## config.mk

```make
export PLATFORM = sky130hd
export DESIGN_NAME = ex_mem_buf
export DESIGN_NICKNAME = d
export VERILOG_FILES = /design/src/rtl/ex_mem_buf.sv
export SDC_FILE = /design/constraint.sdc
export NUM_CORES = 1
export LEC_CHECK = 0
export BUFFER_PORTS_ARGS = -buffer_cell sky130_fd_sc_hd__buf_2
export CORE_ASPECT_RATIO = 1.2
export CORE_MARGIN = 10
export CORE_UTILIZATION = 35
export DETAILED_ROUTE_END_ITERATION = 10
export SKIP_LAST_GASP = 1
export SLEW_MARGIN = 20
export SYNTH_ARGS = -nofsm -noshare
export SYNTH_HDL_FRONTEND = slang
export SYNTH_SLANG_ARGS = --single-unit
```

## constraint.sdc

```tcl
create_clock -name clk -period 1.9 [get_ports clk]
set_clock_uncertainty 0.15 [all_clocks]
set_input_delay 0.095 -clock clk [delete_from_list [all_inputs] [get_ports clk]]
set_output_delay 0.095 -clock clk [all_outputs]
set_load 0.1 [all_outputs]
```

## src/rtl/ex_mem_buf.sv

```systemverilog
`default_nettype none
// ============================================================================
// Module      : ex_mem_buf
// Description : Two-entry elastic buffer carrying EX write-back results to MEM,
//               with a youngest-first forwarding lookup for the ID stage.
// Revision    : 1.0 - initial release
// ============================================================================
module ex_mem_buf #(
  parameter int DATA_W = 32,
  parameter int ADDR_W = 5
) (
  input  logic              clk,
  input  logic              rst,
  input  logic              flush_i,
  input  logic              ex_valid_i,
  output logic              ex_ready_o,
  input  logic [ADDR_W-1:0] ex_wd_i,
  input  logic              ex_wreg_i,
  input  logic [DATA_W-1:0] ex_wdata_i,
  output logic              mem_valid_o,
  input  logic              mem_ready_i,
  output logic [ADDR_W-1:0] mem_wd_o,
  output logic              mem_wreg_o,
  output logic [DATA_W-1:0] mem_wdata_o,
  input  logic [ADDR_W-1:0] fwd_raddr_i,
  output logic              fwd_hit_o,
  output logic [DATA_W-1:0] fwd_data_o,
  output logic [1:0]        count_o
);

  localparam logic [1:0] c_empty = 2'd0;
  localparam logic [1:0] c_full  = 2'd2;

  logic [ADDR_W-1:0] r_wd   [2];
  logic              r_wreg [2];
  logic [DATA_W-1:0] r_data [2];
  logic              r_head;
  logic              r_tail;
  logic [1:0]        r_count;

  logic w_not_full;
  logic w_valid;
  logic w_push;
  logic w_pop;

  // Readiness depends only on occupancy, so a same-cycle pop never frees a slot.
  assign w_not_full = (r_count != c_full);
  assign w_valid    = (r_count != c_empty);
  assign w_push     = ex_valid_i & w_not_full & ~flush_i;
  assign w_pop      = w_valid & mem_ready_i & ~flush_i;

  always_ff @(posedge clk or negedge rst) begin
    if (!rst) begin
      r_head  <= 1'b0;
      r_tail  <= 1'b0;
      r_count <= c_empty;
      for (int i = 0; i < 2; i++) begin
        r_wd[i]   <= '0;
        r_wreg[i] <= 1'b0;
        r_data[i] <= '0;
      end
    end else if (flush_i) begin
      r_head  <= 1'b0;
      r_tail  <= 1'b0;
      r_count <= c_empty;
    end else begin
      if (w_push) begin
        r_wd[r_tail]   <= ex_wd_i;
        r_wreg[r_tail] <= ex_wreg_i;
        r_data[r_tail] <= ex_wdata_i;
        r_tail         <= ~r_tail;
      end
      if (w_pop) begin
        r_head <= ~r_head;
      end
      case ({w_push, w_pop})
        2'b10:   r_count <= r_count + 2'd1;
        2'b01:   r_count <= r_count - 2'd1;
        default: r_count <= r_count;
      endcase
    end
  end

  assign ex_ready_o  = rst & w_not_full;
  assign mem_valid_o = w_valid;
  assign count_o     = r_count;
  assign mem_wd_o    = w_valid ? r_wd[r_head]   : '0;
  assign mem_wreg_o  = w_valid ? r_wreg[r_head] : 1'b0;
  assign mem_wdata_o = w_valid ? r_data[r_head] : '0;

  // The youngest entry sits just behind the tail; the older one exists only when full.
  logic w_young;
  logic w_old;
  logic w_young_hit;
  logic w_old_hit;
  logic w_raddr_nz;

  assign w_young    = ~r_tail;
  assign w_old      = r_head;
  assign w_raddr_nz = (fwd_raddr_i != '0);

  assign w_young_hit = w_valid && w_raddr_nz && r_wreg[w_young]
                       && (r_wd[w_young] == fwd_raddr_i);
  assign w_old_hit   = (r_count == c_full) && w_raddr_nz && r_wreg[w_old]
                       && (r_wd[w_old] == fwd_raddr_i);

  assign fwd_hit_o  = w_young_hit | w_old_hit;
  assign fwd_data_o = w_young_hit ? r_data[w_young] :
                      w_old_hit   ? r_data[w_old]   : '0;

endmodule
`default_nettype wire

```

==> metrics.txt, run 1 <==
# TYPE chip_impl_metric gauge
chip_impl_info{name="run_status",value="finished, violations left"} 1
chip_impl_info{name="failed_checks",value="negative setup slack"} 1
chip_impl_metric{name="cts.path.max_buffers",unit=""} 2
chip_impl_info{name="timing_worst_setup_path_type",value="register to primary output"} 1
chip_impl_metric{name="cts_inserted_buffers",unit=""} 9
chip_impl_metric{name="grt_max_degree",unit=""} 81
chip_impl_metric{name="report.final.setup_viol",unit=""} 148
chip_impl_metric{name="synthesis.area",unit="um^2"} 4230
chip_impl_metric{name="die_area",unit="um^2"} 16900
chip_impl_metric{name="grt_pass1_vias",unit=""} 4114
chip_impl_metric{name="post-route-cell-area",unit="um^2"} 8670
chip_impl_metric{name="pre_cts_slack",unit="ps"} -660
chip_impl_metric{name="pleak",unit="nW"} 3.66
chip_impl_metric{name="grt_antenna_before_repair",unit=""} 0
chip_impl_metric{name="viasPerCell",unit=""} 5.04
chip_impl_metric{name="clkSlewWorstSetupHoldPaths",unit="ps"} 60
chip_impl_metric{name="timing.reg2reg.setup_slack",unit="ps"} -370
chip_impl_metric{name="chipWidth",unit="um"} 120
chip_impl_metric{name="synth_compound_area_share",unit="%"} 7.78
chip_impl_info{name="critPathCaptureType",value="primary output"} 1
chip_impl_info{name="worst_min_path_class",value="input port to asynchronous set/reset pin"} 1
chip_impl_info{name="grt_setup_unrepaired",value="true"} 1
chip_impl_metric{name="flip_flop_and_latch_count_after_synthesis",unit=""} 80
chip_impl_metric{name="detailedRoute.firstPassIterationCount",unit=""} 5
chip_impl_metric{name="post_route_minimum_period",unit="ps"} 2880
chip_impl_metric{name="max_cap_viol_count",unit=""} 0
chip_impl_metric{name="ant_diodes",unit=""} 0
chip_impl_metric{name="detailedPlacementHpwl",unit="um"} 9110
chip_impl_metric{name="worstMarginPinSlew",unit="ps"} 599
chip_impl_metric{name="drt_drc_violations_left",unit=""} 0
chip_impl_metric{name="worstSkewPairLatency",unit="ps"} 330
chip_impl_metric{name="post_synthesis_xor_xnor_area_fraction",unit="%"} 2.49
chip_impl_metric{name="postSynthNetCount",unit=""} 388
chip_impl_metric{name="via_count",unit=""} 3612
chip_impl_metric{name="grtUsageTotal",unit="%"} 17.3
chip_impl_metric{name="synth_warn",unit=""} 0
chip_impl_metric{name="starting_utilization_of_the_core_area",unit="%"} 36.2
chip_impl_metric{name="fmax",unit="GHz"} 0.347
chip_impl_metric{name="detail_route.iter0.violations",unit=""} 135
chip_impl_metric{name="grt_overflow",unit=""} 0
chip_impl_metric{name="nNetsFinal",unit=""} 603
chip_impl_metric{name="fp.coreArea",unit="um^2"} 11700
chip_impl_metric{name="ioPinCount",unit=""} 123
chip_impl_metric{name="gate_count_post_synth",unit=""} 340
chip_impl_metric{name="synth-simple-area-share",unit="%"} 6.42
chip_impl_metric{name="ir_drop",unit="V"} 0.000722
chip_impl_metric{name="setup_slack",unit="ps"} -979
chip_impl_metric{name="number_of_unique_standard_cell_types_used_by_synthesis",unit=""} 29
chip_impl_metric{name="synth-adder-area-share",unit="%"} 0
chip_impl_metric{name="critPathArrivalTime",unit="ps"} 2630
chip_impl_info{name="clock_tree.root_cell",value="sky130_fd_sc_hd__clkbuf_16"} 1
chip_impl_info{name="most-common-layout-cells",value="sky130_fd_sc_hd__buf_12, sky130_fd_sc_hd__dfrtp_1, sky130_fd_sc_hd__buf_2, sky130_fd_sc_hd__dlygate4sd3_1, sky130_fd_sc_hd__mux2_2"} 1
chip_impl_metric{name="post-route-util",unit="%"} 74.3
chip_impl_metric{name="die_height",unit="um"} 140
chip_impl_metric{name="final_hold_viols",unit=""} 0
chip_impl_metric{name="grt_first_pass_wirelength",unit="um"} 23300
chip_impl_metric{name="postRouteAntennaNets",unit=""} 0
chip_impl_metric{name="mean_post_synth_cell_area",unit="um^2"} 12.4
chip_impl_metric{name="rows",unit=""} 43
chip_impl_metric{name="drt-total-wl",unit="um"} 15000
chip_impl_metric{name="drive_above_1_share",unit="%"} 69.6
chip_impl_metric{name="layout_filler_cell_count",unit=""} 724
chip_impl_metric{name="hold_ws",unit="ps"} 214
chip_impl_metric{name="max_slew_margin",unit="%"} 59.8
chip_impl_metric{name="powerDensity",unit="nW/um^2"} 954
chip_impl_metric{name="place.gp.congestion",unit=""} 0.805
chip_impl_metric{name="cell_area_after_placement",unit="um^2"} 6700
chip_impl_metric{name="finalPower",unit="mW"} 8.27
chip_impl_metric{name="worst-path-max-fanout",unit=""} 7
chip_impl_metric{name="synth.mux.area_fraction",unit="%"} 32.0
chip_impl_metric{name="port-buffer-count",unit=""} 122
chip_impl_metric{name="min_period_over_period",unit="%"} 152
chip_impl_info{name="tritoncts",value="yes"} 1
chip_impl_metric{name="area_delta_synth_final",unit="%"} 105
chip_impl_metric{name="clock_tree.htree_level_count",unit=""} 3
chip_impl_metric{name="max_transition_viols_final",unit=""} 0
chip_impl_metric{name="detail_route.wl_per_cell",unit="um"} 20.9
chip_impl_info{name="start_kind",value="register"} 1
chip_impl_metric{name="clock_sink_count",unit=""} 80
chip_impl_info{name="synth_top_family_by_area",value="multiplexers"} 1
chip_impl_metric{name="cp_data_required_time",unit="ps"} 1650
chip_impl_metric{name="synth_seq_area_share",unit="%"} 47.3
==> cell families after synthesis <==
family / after synthesis
flip-flops: 80
AO/OA/AOI/OAI: 37
AND/OR/NAND/NOR: 62
buffers and inverters: 26
XOR/XNOR: 12
multiplexers: 123
==> power by group <==
group          switching, mW  internal [mW]
Combinational           1.90           1.77
Clock                  0.695           1.05
Sequential             0.681           2.17
Total                   3.28           4.99
==> worst paths after layout <==
kind                       depth (start not counted)              startpoint                      to
max reg2reg                                        9  count_o[1]$_DFFE_PN0P_   r_data[1]$_DFFE_PN0P_
min                                                3                     rst  r_data[29]$_DFFE_PN0P_
max                                               11      r_tail$_DFFE_PN0P_          fwd_data_o[18]
min in group clk                                   3          ex_wdata_i[23]  r_data[55]$_DFFE_PN0P_
min reg2reg                                        1  r_data[49]$_DFFE_PN0P_  r_data[49]$_DFFE_PN0P_
max in group asynchronous                          3                     rst  count_o[1]$_DFFE_PN0P_
==> flip-flops by register name (all words and copies together) (netlist names) <==
| name | cells |
|---|---|
| r_data | 64 |
| r_wd | 10 |
| r_tail | 1 |
| r_head | 1 |
| count_o | 2 |
| r_wreg | 2 |
==> what timing repair did <==
| action | CTS | global route |
|---|---|---|
| endpoints found under the hold margin | 160 | 0 |
| setup buffers | 10 | 11 |
| pin swaps | 6 | 5 |
| hold buffers | 42 | 0 |
| setup endpoints to repair | 145 | 147 |
| resized for setup | 131 | 51 |
| cloned | 10 | 2 |
==> layer usage <==
| layer | routed length (um) | track usage (%) | up-vias |
|---|---|---|---|
| met3 | 672 | 4.02 | 16 |
| met5 | 0 | 0 | - |
| li1 | - | - | 1676 |
| met1 | 5900 | 20.0 | 1831 |
| met4 | 255 | 5.85 | 0 |
| met2 | 8140 | 30.6 | 89 |
==> through the flow <==
stage / setup TNS (ps) / std cells
6_report: -55680 / 717
5_1_grt: -67200 / 717
2_1_floorplan: -28290 / 340
3_5_place_dp: -27850 / 627
3_3_place_gp: -25290 / 627
4_1_cts: -41110 / 705
==> worst max-delay path, stage by stage, from the launching register on <==
cell                        delay (ps)
sky130_fd_sc_hd__dfrtp_2           460
sky130_fd_sc_hd__buf_6             130
sky130_fd_sc_hd__mux2i_1           210
sky130_fd_sc_hd__xnor2_1           110
sky130_fd_sc_hd__nor4_2            250
sky130_fd_sc_hd__nand2_2           120
sky130_fd_sc_hd__buf_6             140
sky130_fd_sc_hd__mux2i_4           180
sky130_fd_sc_hd__buf_12            160
sky130_fd_sc_hd__clkbuf_16         160
sky130_fd_sc_hd__a22o_4            220
sky130_fd_sc_hd__buf_12            160
==> synth_stat cells <==
library cell / number / area, um^2
sky130_fd_sc_hd__mux2i_4: 2 / 45.0
sky130_fd_sc_hd__a22o_1: 32 / 280
sky130_fd_sc_hd__nor2_1: 45 / 169
sky130_fd_sc_hd__a211oi_1: 1 / 7.51
sky130_fd_sc_hd__xor2_1: 1 / 8.76
sky130_fd_sc_hd__a31oi_1: 1 / 6.26
sky130_fd_sc_hd__nor3b_1: 1 / 7.51
sky130_fd_sc_hd__nor4_2: 1 / 12.5
sky130_fd_sc_hd__and2_1: 1 / 6.26
sky130_fd_sc_hd__xnor2_1: 11 / 96.3
sky130_fd_sc_hd__mux2_2: 41 / 462
sky130_fd_sc_hd__or3_1: 1 / 6.26
sky130_fd_sc_hd__mux2_1: 35 / 394
sky130_fd_sc_hd__nor3_1: 2 / 10.0
sky130_fd_sc_hd__nand3_1: 1 / 5.00
sky130_fd_sc_hd__nor4_1: 1 / 6.26
sky130_fd_sc_hd__nand2_1: 4 / 15.0
sky130_fd_sc_hd__buf_6: 9 / 101
sky130_fd_sc_hd__a21oi_1: 1 / 5.00
sky130_fd_sc_hd__a2111oi_2: 2 / 30.0
sky130_fd_sc_hd__mux2i_1: 45 / 450
sky130_fd_sc_hd__buf_2: 4 / 20.0
sky130_fd_sc_hd__nand2b_1: 2 / 12.5
sky130_fd_sc_hd__nand3b_1: 2 / 15.0
sky130_fd_sc_hd__dfrtp_1: 80 / 2000
sky130_fd_sc_hd__buf_1: 2 / 7.51
sky130_fd_sc_hd__inv_1: 2 / 7.51
sky130_fd_sc_hd__nand2_2: 1 / 6.26
sky130_fd_sc_hd__clkbuf_1: 9 / 33.8
==> final cells by class <==
| class | count | area [um^2] | share of cell area, % |
|---|---|---|---|
| multi-input cells | 234 | 3160 | 36.5 |
| repair buffers | 228 | 2990 | 34.5 |
| flip-flops and latches | 80 | 2010 | 23.2 |
| clock buffers | 11 | 243 | 2.80 |
| well taps | 157 | 196 | 2.27 |
| clock inverters | 5 | 56.3 | 0.649 |
| inverters | 2 | 7.51 | 0.0866 |
(Power assumes the default switching activity.)
==> run 2, diff against run 1 <==
==> constraint.sdc (replaced) <==
create_clock -name clk -period 1.9 [get_ports clk]
set_clock_uncertainty 0.15 [all_clocks]
set_input_delay 0.285 -clock clk [delete_from_list [all_inputs] [get_ports clk]]
set_output_delay 0.285 -clock clk [all_outputs]
set_load 0.1 [all_outputs]
==> run 2 against run 1 <==
The run still ends with negative setup slack left. Critical path depth down 1. Die area unchanged. Combinational power about the same. Cell area down 3.3%. Fmax down 5.9%. Setup slack worse by 180 ps. Via count down 1.3%. Hold slack worse by 180 ps. Utilization down 2.4 points. Register-to-register slack worse by 190 ps. Clock-buffer cell count up 1. Critical path type unchanged. Critical endpoint is now fwd_data_o[4]. Highest routed layer unchanged.
==> metrics.txt, run 2 (synthesis gave the netlist of run 1 again) <==
# TYPE chip_impl_metric gauge
chip_impl_info{name="run_status",value="finished, violations left"} 1
chip_impl_info{name="failed_checks",value="negative setup slack"} 1
chip_impl_metric{name="grt_pass1_vias",unit=""} 4133
chip_impl_metric{name="fp.coreArea",unit="um^2"} 11700
chip_impl_info{name="start_kind",value="register"} 1
chip_impl_metric{name="p_switching",unit="mW"} 3.19
chip_impl_metric{name="detailedPlacementHpwl",unit="um"} 9420
chip_impl_info{name="timing_worst_setup_path_type",value="register to primary output"} 1
chip_impl_metric{name="ioPinCount",unit=""} 123
chip_impl_metric{name="finalPower",unit="mW"} 8.08
chip_impl_info{name="most-common-layout-cells",value="sky130_fd_sc_hd__buf_12, sky130_fd_sc_hd__dfrtp_1, sky130_fd_sc_hd__buf_2, sky130_fd_sc_hd__mux2_4, sky130_fd_sc_hd__nor2_4"} 1
chip_impl_metric{name="chipWidth",unit="um"} 120
chip_impl_metric{name="cellInternalPower",unit="mW"} 4.88
chip_impl_metric{name="worst-path-max-fanout",unit=""} 9
chip_impl_info{name="layout_top_registers",value="r_data x64, r_wd x10"} 1
chip_impl_metric{name="clock_tree.htree_level_count",unit=""} 3
chip_impl_info{name="hp-start",value="ex_wd_i[1]"} 1
chip_impl_metric{name="report.final.setup_viol",unit=""} 152
chip_impl_metric{name="detailedRoute.firstPassIterationCount",unit=""} 4
chip_impl_metric{name="setup_slack",unit="ps"} -1160
chip_impl_metric{name="cts.path.max_buffers",unit=""} 2
chip_impl_metric{name="worstSkewPairLatency",unit="ps"} 330
chip_impl_metric{name="grt_antenna_before_repair",unit=""} 2
chip_impl_metric{name="cell_area_after_placement",unit="um^2"} 6630
chip_impl_info{name="rr_startpoint",value="count_o[1]$_DFFE_PN0P_"} 1
chip_impl_metric{name="hold_ws",unit="ps"} 33.7
chip_impl_metric{name="post_route_minimum_period",unit="ps"} 3060
chip_impl_info{name="crit_chain",value="mux2i_2 > xnor2_1 > nor4_2 > buf_4 > nand3_2 > mux2i_4 > buf_4 > buf_12 > a22o_4 > buf_12"} 1
chip_impl_metric{name="postRouteAntennaNets",unit=""} 0
chip_impl_metric{name="detail_route.wl_per_cell",unit="um"} 22.3
chip_impl_metric{name="largest_register_ff_count",unit=""} 64
chip_impl_metric{name="ir_drop",unit="V"} 0.000539
chip_impl_metric{name="drt-total-wl",unit="um"} 15500
chip_impl_info{name="clock_tree.root_cell",value="sky130_fd_sc_hd__clkbuf_16"} 1
chip_impl_metric{name="setup_total_negative_slack",unit="ps"} -92890
chip_impl_metric{name="final_hold_viols",unit=""} 0
chip_impl_metric{name="clock_power_share",unit="%"} 20.1
chip_impl_metric{name="cp_data_required_time",unit="ps"} 1460
chip_impl_metric{name="place.gp.congestion",unit=""} 0.745
chip_impl_metric{name="starting_utilization_of_the_core_area",unit="%"} 36.2
chip_impl_metric{name="comb_power_share",unit="%"} 45.5
chip_impl_metric{name="timing.reg2reg.setup_slack",unit="ps"} -560
chip_impl_info{name="grt_setup_unrepaired",value="true"} 1
chip_impl_metric{name="powerDensity",unit="nW/um^2"} 963
chip_impl_info{name="critPathCaptureType",value="primary output"} 1
chip_impl_metric{name="post-route-cell-area",unit="um^2"} 8390
chip_impl_info{name="tritoncts",value="yes"} 1
chip_impl_metric{name="grtUsageTotal",unit="%"} 18.3
chip_impl_info{name="critical_path.startpoint",value="r_head$_DFFE_PN0P_"} 1
chip_impl_metric{name="grt_overflow",unit=""} 0
chip_impl_metric{name="max_cap_viol_count",unit=""} 0
chip_impl_metric{name="pleak",unit="nW"} 3.65
chip_impl_metric{name="die_area",unit="um^2"} 16900
chip_impl_metric{name="min_period_over_period",unit="%"} 161
chip_impl_metric{name="detail_route.iter0.violations",unit=""} 132
chip_impl_metric{name="max_transition_viols_final",unit=""} 0
chip_impl_metric{name="port-buffer-count",unit=""} 122
chip_impl_metric{name="cts_inserted_buffers",unit=""} 9
chip_impl_metric{name="p_sw_share",unit="%"} 39.6
chip_impl_info{name="crit_slowest_cell",value="sky130_fd_sc_hd__dfrtp_2"} 1
chip_impl_metric{name="die_height",unit="um"} 140
chip_impl_metric{name="clock_sink_count",unit=""} 80
chip_impl_metric{name="rows",unit=""} 43
chip_impl_info{name="final_common_cell",value="sky130_fd_sc_hd__buf_12"} 1
chip_impl_metric{name="fmax",unit="GHz"} 0.327
chip_impl_metric{name="grt_max_degree",unit=""} 81
chip_impl_info{name="registers.top_by_ff_count",value="r_data"} 1
chip_impl_metric{name="viasPerCell",unit=""} 5.15
chip_impl_metric{name="clkSlewWorstSetupHoldPaths",unit="ps"} 60
chip_impl_metric{name="grt_first_pass_wirelength",unit="um"} 24400
chip_impl_metric{name="max_slew_margin",unit="%"} 63.3
chip_impl_metric{name="area_delta_synth_final",unit="%"} 98.3
chip_impl_metric{name="via_count",unit=""} 3564
chip_impl_metric{name="cp_slowest_stage_delay",unit="ps"} 480
chip_impl_info{name="worst_min_path_class",value="input port to register"} 1
chip_impl_metric{name="drt_drc_violations_left",unit=""} 0
chip_impl_metric{name="drive_above_1_share",unit="%"} 75.6
chip_impl_metric{name="sequential_group_share_of_total_power",unit="%"} 34.4
chip_impl_metric{name="nNetsFinal",unit=""} 577
chip_impl_metric{name="worstMarginPinSlew",unit="ps"} 547
chip_impl_metric{name="critPathArrivalTime",unit="ps"} 2620
## run 2: cell types whose count changed in the layout (fill, tap and decap cells not counted), moves of 12 or more
cell / delta
sky130_fd_sc_hd__buf_12: +17
sky130_fd_sc_hd__dlygate4sd3_1: -41
sky130_fd_sc_hd__mux2_1: -13
sky130_fd_sc_hd__mux2_2: -12
sky130_fd_sc_hd__mux2_4: +25
sky130_fd_sc_hd__mux2i_1: +14
sky130_fd_sc_hd__mux2i_4: -18
## run 2: routing by layer
layer  part of all wire [%]  GRT usage (%)
met5                      0              0
met4                    2.1           6.74
met3                    4.9           4.18
met2                     54           33.0
met1                     39           20.5
## run 2: final cells by class
type,count,area [um^2]
fill,744,3290
tap,157,196
clock buffer,12,256
antenna,2,5.00
multi-input combinational,234,3050
inverter,2,7.51
timing repair buffer,202,2850
sequential,80,2010
clock inverter,3,17.5
## run 2: repair_timing
item	CTS	global route
gates resized for setup	182	45
pin swaps	4	8
hold buffers	1	0
endpoints found under the setup margin	149	150
gates cloned	12	2
setup buffers	26	19
hold endpoints to repair	80	0
## run 2: worst max-delay path, delay by kind of cell (launching register included)
family / cells / cell delay, ps
simple gates: 2 / 410
buf+inv: 4 / 640
mux: 2 / 480
compound gates: 1 / 150
flops: 1 / 480
xor+xnor: 1 / 120
## run 2: power by group through the flow
stage	logic (mW)	clock network (mW)	registers, mW
detailed placement	2.79	0	2.67
global route	3.83	1.71	2.85
CTS	3.60	1.64	2.72
global placement	2.75	0	2.63
floorplan	2.08	0	2.56
finish	3.67	1.63	2.77
## run 2: worst paths after layout
| path | end | cells past startpoint |
|---|---|---|
| setup / recovery | fwd_data_o[4] | 10 |
| hold / removal | r_wd[6]$_DFFE_PN0P_ | 2 |
| setup reg to reg | r_data[8]$_DFFE_PN0P_ | 12 |
| hold reg to reg | r_wd[4]$_DFFE_PN0P_ | 1 |
| max in group asynchronous | count_o[0]$_DFFE_PN0P_ | 3 |
| min in group asynchronous | r_data[19]$_DFFE_PN0P_ | 3 |
## run 2: through the flow
step | utilization (%) | setup slack [ps] | std cells
2_1_floorplan | - | -601 | 340
3_3_place_gp | 56.8 | -904 | 627
3_5_place_dp | 56.8 | -903 | 627
4_1_cts | 70.3 | -1190 | 680
5_1_grt | 71.8 | -1240 | 692
6_report | 71.8 | -1160 | 692
